### src/rtl/alu_serial_exec.sv
// Digit-serial ALU: one DIGIT-wide slice per cycle, LSB first, with a
// valid/ready handshake on both the operation input and the result output.
module alu_serial_exec #(
  parameter int WIDTH = 32,
  parameter int DIGIT = 8
) (
  input  logic             clk,
  input  logic             reset,
  input  logic             in_valid,
  output logic             in_ready,
  input  logic [2:0]       Operation,
  input  logic [WIDTH-1:0] A,
  input  logic [WIDTH-1:0] B,
  output logic             out_valid,
  input  logic             out_ready,
  output logic [WIDTH-1:0] Result,
  output logic             Zero,
  output logic             op_err
);

  localparam int D  = WIDTH / DIGIT;
  localparam int CW = (D > 1) ? $clog2(D) : 1;

  localparam logic [2:0] OP_ADD = 3'b000;
  localparam logic [2:0] OP_SUB = 3'b001;
  localparam logic [2:0] OP_AND = 3'b010;
  localparam logic [2:0] OP_OR  = 3'b011;
  localparam logic [2:0] OP_SLT = 3'b101;

  typedef enum logic [1:0] {IDLE, RUN, DONE} state_t;

  state_t           state_q;
  logic [2:0]       op_q;
  logic [WIDTH-1:0] a_q, b_q, acc_q, res_q;
  logic [CW-1:0]    cnt_q;
  logic             carry_q, zero_q, err_q, out_valid_q;

  logic             use_sub, legal, lt;
  logic [DIGIT-1:0] a_dig, b_raw, b_dig, slice;
  logic [DIGIT:0]   sum_w;
  logic [WIDTH-1:0] acc_d, final_d;

  // Operands shift right each RUN cycle, so the active slice is always the low digit.
  always_comb begin
    use_sub = (op_q == OP_SUB) || (op_q == OP_SLT);
    legal   = (op_q == OP_ADD) || (op_q == OP_SUB) || (op_q == OP_AND) ||
              (op_q == OP_OR)  || (op_q == OP_SLT);
    a_dig   = a_q[DIGIT-1:0];
    b_raw   = b_q[DIGIT-1:0];
    b_dig   = use_sub ? ~b_raw : b_raw;
    sum_w   = {1'b0, a_dig} + {1'b0, b_dig} + {{DIGIT{1'b0}}, carry_q};
    case (op_q)
      OP_AND:  slice = a_dig & b_raw;
      OP_OR:   slice = a_dig | b_raw;
      default: slice = sum_w[DIGIT-1:0];
    endcase
    acc_d = (acc_q >> DIGIT) | (WIDTH'(slice) << (WIDTH - DIGIT));
    // Only meaningful on the last slice, where a_dig/b_raw hold the top digits.
    lt = (a_dig[DIGIT-1] ^ b_raw[DIGIT-1]) ? a_dig[DIGIT-1] : sum_w[DIGIT-1];
    if (!legal)
      final_d = '0;
    else if (op_q == OP_SLT)
      final_d = WIDTH'(lt);
    else
      final_d = acc_d;
  end

  always_ff @(posedge clk) begin
    if (reset) begin
      state_q     <= IDLE;
      op_q        <= '0;
      a_q         <= '0;
      b_q         <= '0;
      acc_q       <= '0;
      res_q       <= '0;
      cnt_q       <= '0;
      carry_q     <= 1'b0;
      zero_q      <= 1'b0;
      err_q       <= 1'b0;
      out_valid_q <= 1'b0;
    end else begin
      case (state_q)
        IDLE: begin
          if (in_valid) begin
            op_q    <= Operation;
            a_q     <= A;
            b_q     <= B;
            acc_q   <= '0;
            cnt_q   <= '0;
            carry_q <= (Operation == OP_SUB) || (Operation == OP_SLT);
            state_q <= RUN;
          end
        end
        RUN: begin
          a_q     <= a_q >> DIGIT;
          b_q     <= b_q >> DIGIT;
          acc_q   <= acc_d;
          carry_q <= sum_w[DIGIT];
          cnt_q   <= cnt_q + 1'b1;
          if (cnt_q == CW'(D - 1)) begin
            res_q       <= final_d;
            zero_q      <= (final_d == '0);
            err_q       <= !legal;
            out_valid_q <= 1'b1;
            state_q     <= DONE;
          end
        end
        DONE: begin
          // No accept on the handshake edge; IDLE is entered first.
          if (out_ready) begin
            out_valid_q <= 1'b0;
            state_q     <= IDLE;
          end
        end
        default: state_q <= IDLE;
      endcase
    end
  end

  assign in_ready  = (state_q == IDLE);
  assign out_valid = out_valid_q;
  assign Result    = res_q;
  assign Zero      = zero_q;
  assign op_err    = err_q;

endmodule

### config.mk
export PLATFORM = sky130hd
export DESIGN_NAME = alu_serial_exec
export DESIGN_NICKNAME = d
export VERILOG_FILES = /design/src/rtl/alu_serial_exec.sv
export SDC_FILE = /design/constraint.sdc
export NUM_CORES = 1
export LEC_CHECK = 0
export CAP_MARGIN = 10
export CORE_ASPECT_RATIO = 0.8
export CORE_MARGIN = 2
export CORE_UTILIZATION = 53
export CTS_CLUSTER_DIAMETER = 120
export DETAILED_ROUTE_END_ITERATION = 12
export GPL_TIMING_DRIVEN = 0
export PLACE_DENSITY = 0.8
export SLEW_MARGIN = 10
export SYNTH_ARGS = -nofsm -noshare
export SYNTH_HDL_FRONTEND = slang
export SYNTH_SLANG_ARGS = --single-unit
export TNS_END_PERCENT = 1
### constraint.sdc
create_clock -name clk -period 3.85 [get_ports clk]
set_clock_uncertainty 0.1 [all_clocks]
set_input_delay 1.155 -clock clk [delete_from_list [all_inputs] [get_ports clk]]
set_output_delay 1.155 -clock clk [all_outputs]
set_load 0.05 [all_outputs]
==> results of run 1 <==
-- through the flow --
step	util	hold WS (ps)
floorplan	-	348
global placement	0.663	341
detailed placement	0.663	343
CTS	0.716	351
global route	0.716	381
finish	0.716	351
-- final timing paths --
kind                                  end  depth (start not counted)       from  slack [ps]
worst max-delay path                 Zero                         11    op_q[0]         240
worst min-delay path            Result[5]                          2  Result[5]         350
worst max register to register       Zero                         11    op_q[0]         240
worst min register to register  Result[5]                          2  Result[5]         350
-- cell usage after synthesis (2+ instances only) --
cell / number
nand3_1: 40
nand3b_1: 23
inv_1: 8
nand2b_1: 6
buf_1: 4
a211oi_1: 7
nor4_1: 6
a31oi_1: 3
nor3_1: 7
nor3b_1: 3
ha_1: 10
fa_1: 2
nor2b_1: 3
nand2_1: 183
o21ai_0: 10
buf_6: 3
clkbuf_1: 51
maj3_1: 5
a311oi_1: 49
xor2_1: 2
a211oi_2: 2
a221oi_1: 3
dfxtp_1: 131
a21o_1: 3
a21oi_1: 86
buf_2: 10
and2_1: 3
xnor2_1: 12
nor2_1: 71
-- layer usage --
layer  GRT usage  wire [um]  vias to the layer above
met5           0          0                        -
met4      0.0804        235                        0
met3      0.0728       1680                       28
met2       0.473       8220                      349
met1       0.442       8360                     2885
li1            -          -                     2919
-- registers in the layout, summed over array words and instances, names as in the netlist --
register   flops
carry_q        1
b_q           32
op_q           3
a_q           32
out_valid      1
acc_q         24
Result        32
Zero           1
state_q        2
cnt_q          2
op_err         1
-- kinds of logic after synthesis --
kind of cell	count (synthesis)	share of synthesized area
compound gates	173	0.193
xor+xnor	14	0.0203
fa+ha+maj	18	0.0374
buf+inv	76	0.0530
flops	131	0.434
mux	1	0.00372
simple gates	352	0.259
-- area by class of cell --
cell class,count,area [sq um],area share
sequential,131,2620,0.334
clock inverter,7,72.6,0.00924
inverter,8,30.0,0.00382
tap,144,180,0.0229
timing repair buffer,105,1050,0.134
buffer,67,287,0.0365
clock buffer,23,508,0.0647
multi-input combinational,558,3110,0.395
-- critical path, cell delays in order, from the launching register on --
cell       delay (ps)
dfxtp_1           380
buf_2             270
nand2_1           400
xor2_1            290
fa_1              420
inv_1              90
fa_1              450
mux2i_4           190
nor4b_2           260
a21oi_1           160
a2111oi_2         320
a41o_1            220
-- report_power, final --
part / internal, mW / leakage [nW] / switching, mW
Combinational: 0.258 / 1.50 / 0.368
Sequential: 1.43 / 1.07 / 0.0721
Clock: 0.984 / 0.284 / 0.593
==> flow_metrics.py, run 1 <==
metrics = {
    "outcome": {
        "status": "finished clean",
    },
    "placement": {
        "routabilityCongestion": 0.951,
        "io_buffer_count": 105,
        "dpl.hpwl_mm": 13.7,
        "dpl_cell_area_sq_um": 7280,
        "pre_cts_ws_ps": 175,
        "dp.cells": 1014,
    },
    "logic_synthesis": {
        "ys.warnings.count": 0,
        "yosysUniqueCellTypes": 48,
        "synthTopCellsByArea": "dfxtp_1 43%, nand2_1 11%, a21oi_1 7.1%",
        "yosys.area.top_type": "dfxtp_1",
        "synth_top_area_frac": 0.434,
        "ys_async_sr_fraction": 0,
        "synth_area_per_cell_sq_um": 7.91,
        "synthesis.area_sq_um": 6050,
        "synth_edf_count": 0,
        "synth_nets": 848,
        "ys.flop_type": "dfxtp_1",
        "seq_area_frac_synth": 0.434,
        "synth_seq_cells": 131,
        "postSynthCellCount": 765,
    },
    "global_route": {
        "grt_max_degree": 17,
        "grt.overflow.total": 0,
        "grt_usage": 0.310,
        "grt_pass1_wl_mm": 29.4,
        "grt_pass1_vias": 5831,
        "antenna_found_initial": 0,
    },
    "final_layout": {
        "final_cell_mix": "183 x nand2_1, 131 x dfxtp_1, 105 x clkdlybuf4s50_1",
        "drive_gt1_frac": 0.0601,
        "stdcell_area_sq_um": 7860,
        "num_antenna_cells": 0,
        "final_common_cell": "nand2_1",
        "n_fill_cell": 854,
        "instances_no_fill": 1043,
        "syn_to_final_growth_pct": 29.9,
        "finalNetCount": 971,
    },
    "sta": {
        "setup_slack_ps": 241,
        "worst_pin_slew_ps": 661,
        "period_minus_slack_ps": 3610,
        "drv_slew": 0,
        "rsz0062_at_grt": "false",
        "maxSlewHeadroom": 0.559,
        "fmax_mhz": 277,
        "tns_ps": 0,
        "setup_viol": 0,
        "hold_violations": 0,
        "period_share": 0.938,
    },
    "floorplan": {
        "placeableCoreArea_sq_um": 11000,
        "floorplan.initialDensity": 0.551,
        "die_w_um": 123,
        "rows": 34,
        "io_pins": 107,
        "dieArea_sq_um": 12300,
        "die_h_um": 99.6,
    },
    "clocking": {
        "cts_max_path_buffers": 2,
        "postCtsHoldBufs": 0,
        "clock_latency_ps": 420,
        "cts_buffers": 17,
        "cts.repair.resized": 0,
        "post_cts_buffers": 0,
        "cts.sinks": 131,
        "cts_tree": "done",
        "clk_pin_slew_ps": 60,
        "root_buffer": "clkbuf_16",
        "htreeDepth": 4,
    },
    "route": {
        "drt-wirelength-per-cell_um": 17.7,
        "antenna_left": 0,
        "drc": 0,
        "via_count": 6181,
        "drtPass1Iterations": 6,
        "drt_iter0_drc": 601,
        "detail_route.vias_per_cell": 5.93,
        "wl_mm": 18.5,
    },
    "worst_setup_path": {
        "path_max_fanout": 11,
        "arrival_ps": 3870,
        "endpoint_kind": "register",
        "critPathLaunchType": "register",
        "critPathKind": "register to register",
        "cp.required_ps": 4110,
    },
    "power": {
        "power_density_nw_per_um2": 472,
        "finalPower_mw": 3.71,
        "p_leak_nw": 2.85,
        "ir_drop_uv": 307,
    },
    "min_path": {
        "hold_path_class": "register to register",
    },
    "run": {
        "cap_violations": 0,
    },
}
Note: power is estimated with default switching activity, not from simulation.
==> run 2: changes to the inputs <==
--- a/config.mk
+++ b/config.mk
@@ -11,8 +11,10 @@
 export CORE_UTILIZATION = 53
 export CTS_CLUSTER_DIAMETER = 120
 export DETAILED_ROUTE_END_ITERATION = 12
+export GPL_ROUTABILITY_DRIVEN = 0
 export GPL_TIMING_DRIVEN = 0
 export PLACE_DENSITY = 0.8
+export RECOVER_POWER = 100
 export SLEW_MARGIN = 10
 export SYNTH_ARGS = -nofsm -noshare
 export SYNTH_HDL_FRONTEND = slang
==> run 2 against run 1 <==
  * The flow now finishes with violations (DRC)
  * Non-clock buffer count stayed put
  * Global-route usage grew 0.50 points
  * Critical path depth did not move
  * Flip-flop and latch count unchanged
  * Sequential share of layout area rose by 0.25 points
  * Die area did not move
  * Hold slack worse by 5.0 ps
  * Total power fell by 2.4%
  * Largest cell class unchanged
  * Largest power group is now registers
==> flow_metrics.py, run 2 (synthesis gave the netlist of run 1 again) <==
metrics = {
    "min_path": {
        "worstHoldStart": "Result[17]",
        "min_to": "Result[17]",
        "hold_depth": 2,
        "hold_path_class": "register to register",
    },
    "route": {
        "drt_iter0_drc": 631,
        "drt-wirelength-per-cell_um": 17.8,
        "drc": 1,
        "antenna_left": 0,
        "drtPass1Iterations": 12,
        "wl_mm": 18.6,
        "via_count": 6184,
        "detail_route.vias_per_cell": 5.92,
    },
    "worst_setup_path": {
        "cp_slowest_cell": "fa_1",
        "worstPathCellList": "buf_2 -> nand2_1 -> xor2_1 -> fa_1 -> inv_1 -> fa_1 -> mux2i_4 -> nor4b_2 -> a21oi_1 -> a2111oi_2 -> a41o_1",
        "cp.required_ps": 4110,
        "regToRegSetupSlack_ps": 270,
        "worst-r2r-cell-count": 11,
        "reg2reg_to": "Zero",
        "cpMostUsedCell": "fa_1",
        "path_max_fanout": 11,
        "worst-path-buf-inv": 2,
        "endpoint_kind": "register",
        "slowest_delay_ps": 450,
        "arrival_ps": 3850,
        "critPathLaunchType": "register",
        "worst_path_dominant_cell_family": "adder cells",
        "reg2reg_from": "op_q[0]",
        "critPathKind": "register to register",
    },
    "sta": {
        "rsz0062_at_grt": "false",
        "setup_viol": 0,
        "period_minus_slack_ps": 3580,
        "fmax_mhz": 279,
        "hold_violations": 0,
        "worst_pin_slew_ps": 660,
        "period_share": 0.930,
        "maxSlewHeadroom": 0.560,
        "drv_slew": 0,
        "tns_ps": 0,
    },
    "clocking": {
        "cts_buffers": 17,
        "root_buffer": "clkbuf_16",
        "clk_pin_slew_ps": 50,
        "cts_max_path_buffers": 2,
        "htreeDepth": 4,
        "cts.sinks": 131,
        "clock_latency_ps": 420,
        "cts_tree": "done",
    },
    "global_route": {
        "antenna_found_initial": 0,
        "grt_pass1_wl_mm": 29.9,
        "grt_max_degree": 17,
        "grt_usage": 0.315,
        "grt_pass1_vias": 6037,
        "grt.overflow.total": 0,
    },
    "floorplan": {
        "rows": 34,
        "placeableCoreArea_sq_um": 11000,
        "floorplan.initialDensity": 0.551,
        "dieArea_sq_um": 12300,
        "die_h_um": 99.6,
        "io_pins": 107,
        "die_w_um": 123,
    },
    "power": {
        "p_leak_nw": 2.93,
        "power_density_nw_per_um2": 464,
        "ir_drop_uv": 336,
    },
    "final_layout": {
        "finish.utilization": 0.710,
        "regArea_sq_um": 2620,
        "instances_no_fill": 1044,
        "drive_gt1_frac": 0.0544,
        "final_cell_mix": "183 x nand2_1, 131 x dfxtp_1, 86 x a21oi_1",
        "syn_to_final_growth_pct": 28.9,
        "multi_input_area_sq_um": 3080,
        "final_common_cell": "nand2_1",
        "finalNetCount": 971,
        "n_fill_cell": 827,
        "num_antenna_cells": 0,
    },
    "outcome": {
        "status": "finished, violations left",
        "failed_checks": "DRC",
    },
    "placement": {
        "dp.cells": 1014,
        "dpl.hpwl_mm": 13.9,
        "io_buffer_count": 105,
    },
    "run": {
        "cap_violations": 0,
    },
}
run 2: routing by layer:
layer	global-route usage	share of wire	wire (um)
met4	0.124	0.026	476
met5	0	0	0
met3	0.0642	0.095	1770
met2	0.492	0.45	8430
met1	0.427	0.43	7930
run 2: layout make-up:
type	count	area share
well taps	144	0.0231
plain buffers	67	0.0363
clock buffers	23	0.0639
multi-input cells	558	0.395
repair buffers	105	0.135
inverters	8	0.00385
clock inverters	8	0.00658
flip-flops and latches	131	0.336
run 2: worst register-to-register path: cells and delay by family (launching register included):
| kind | cells | cell delay (ps) |
|---|---|---|
| fa+ha+maj | 2 | 880 |
| simple gates | 2 | 660 |
| compound gates | 3 | 660 |
| flops | 1 | 380 |
| buf+inv | 2 | 360 |
| xor+xnor | 1 | 280 |
| mux | 1 | 190 |
run 2: through the flow:
stage	worst slack [ps]	total power, mW	hold slack (ps)	cell area, sq um
2_1_floorplan	762	1.92	348	6050
3_3_place_gp	323	2.11	342	7280
3_5_place_dp	262	2.14	347	7280
4_1_cts	197	3.61	354	7830
5_1_grt	73.2	3.74	376	7800
6_report	268	3.62	346	7800
run 2: report_power, final:
part           switching [mW]  internal, mW
combinational           0.363         0.255
clock                   0.595         0.901
sequential             0.0720          1.43
total                    1.03          2.59
run 2: how the worst max path moves through the flow:
| stage | start | to | slack (ps) | cells past startpoint |
|---|---|---|---|---|
| 2_1_floorplan | op_q[1] | Zero | 760 | 13 |
| 3_3_place_gp | op_q[1] | Zero | 320 | 13 |
| 3_5_place_dp | op_q[1] | Zero | 260 | 13 |
| 4_1_cts | op_q[1] | Zero | 200 | 13 |
| 5_1_grt | op_q[0] | carry_q | 70 | 12 |
| 6_report | op_q[0] | Zero | 270 | 11 |
run 2: what timing repair did:
item | CTS | global route
endpoints found under the setup margin | 0 | 3
endpoints found under the hold margin | 0 | 0
hold buffers | 0 | 0
buffers inserted | 0 | 0
resized for setup | 0 | 0
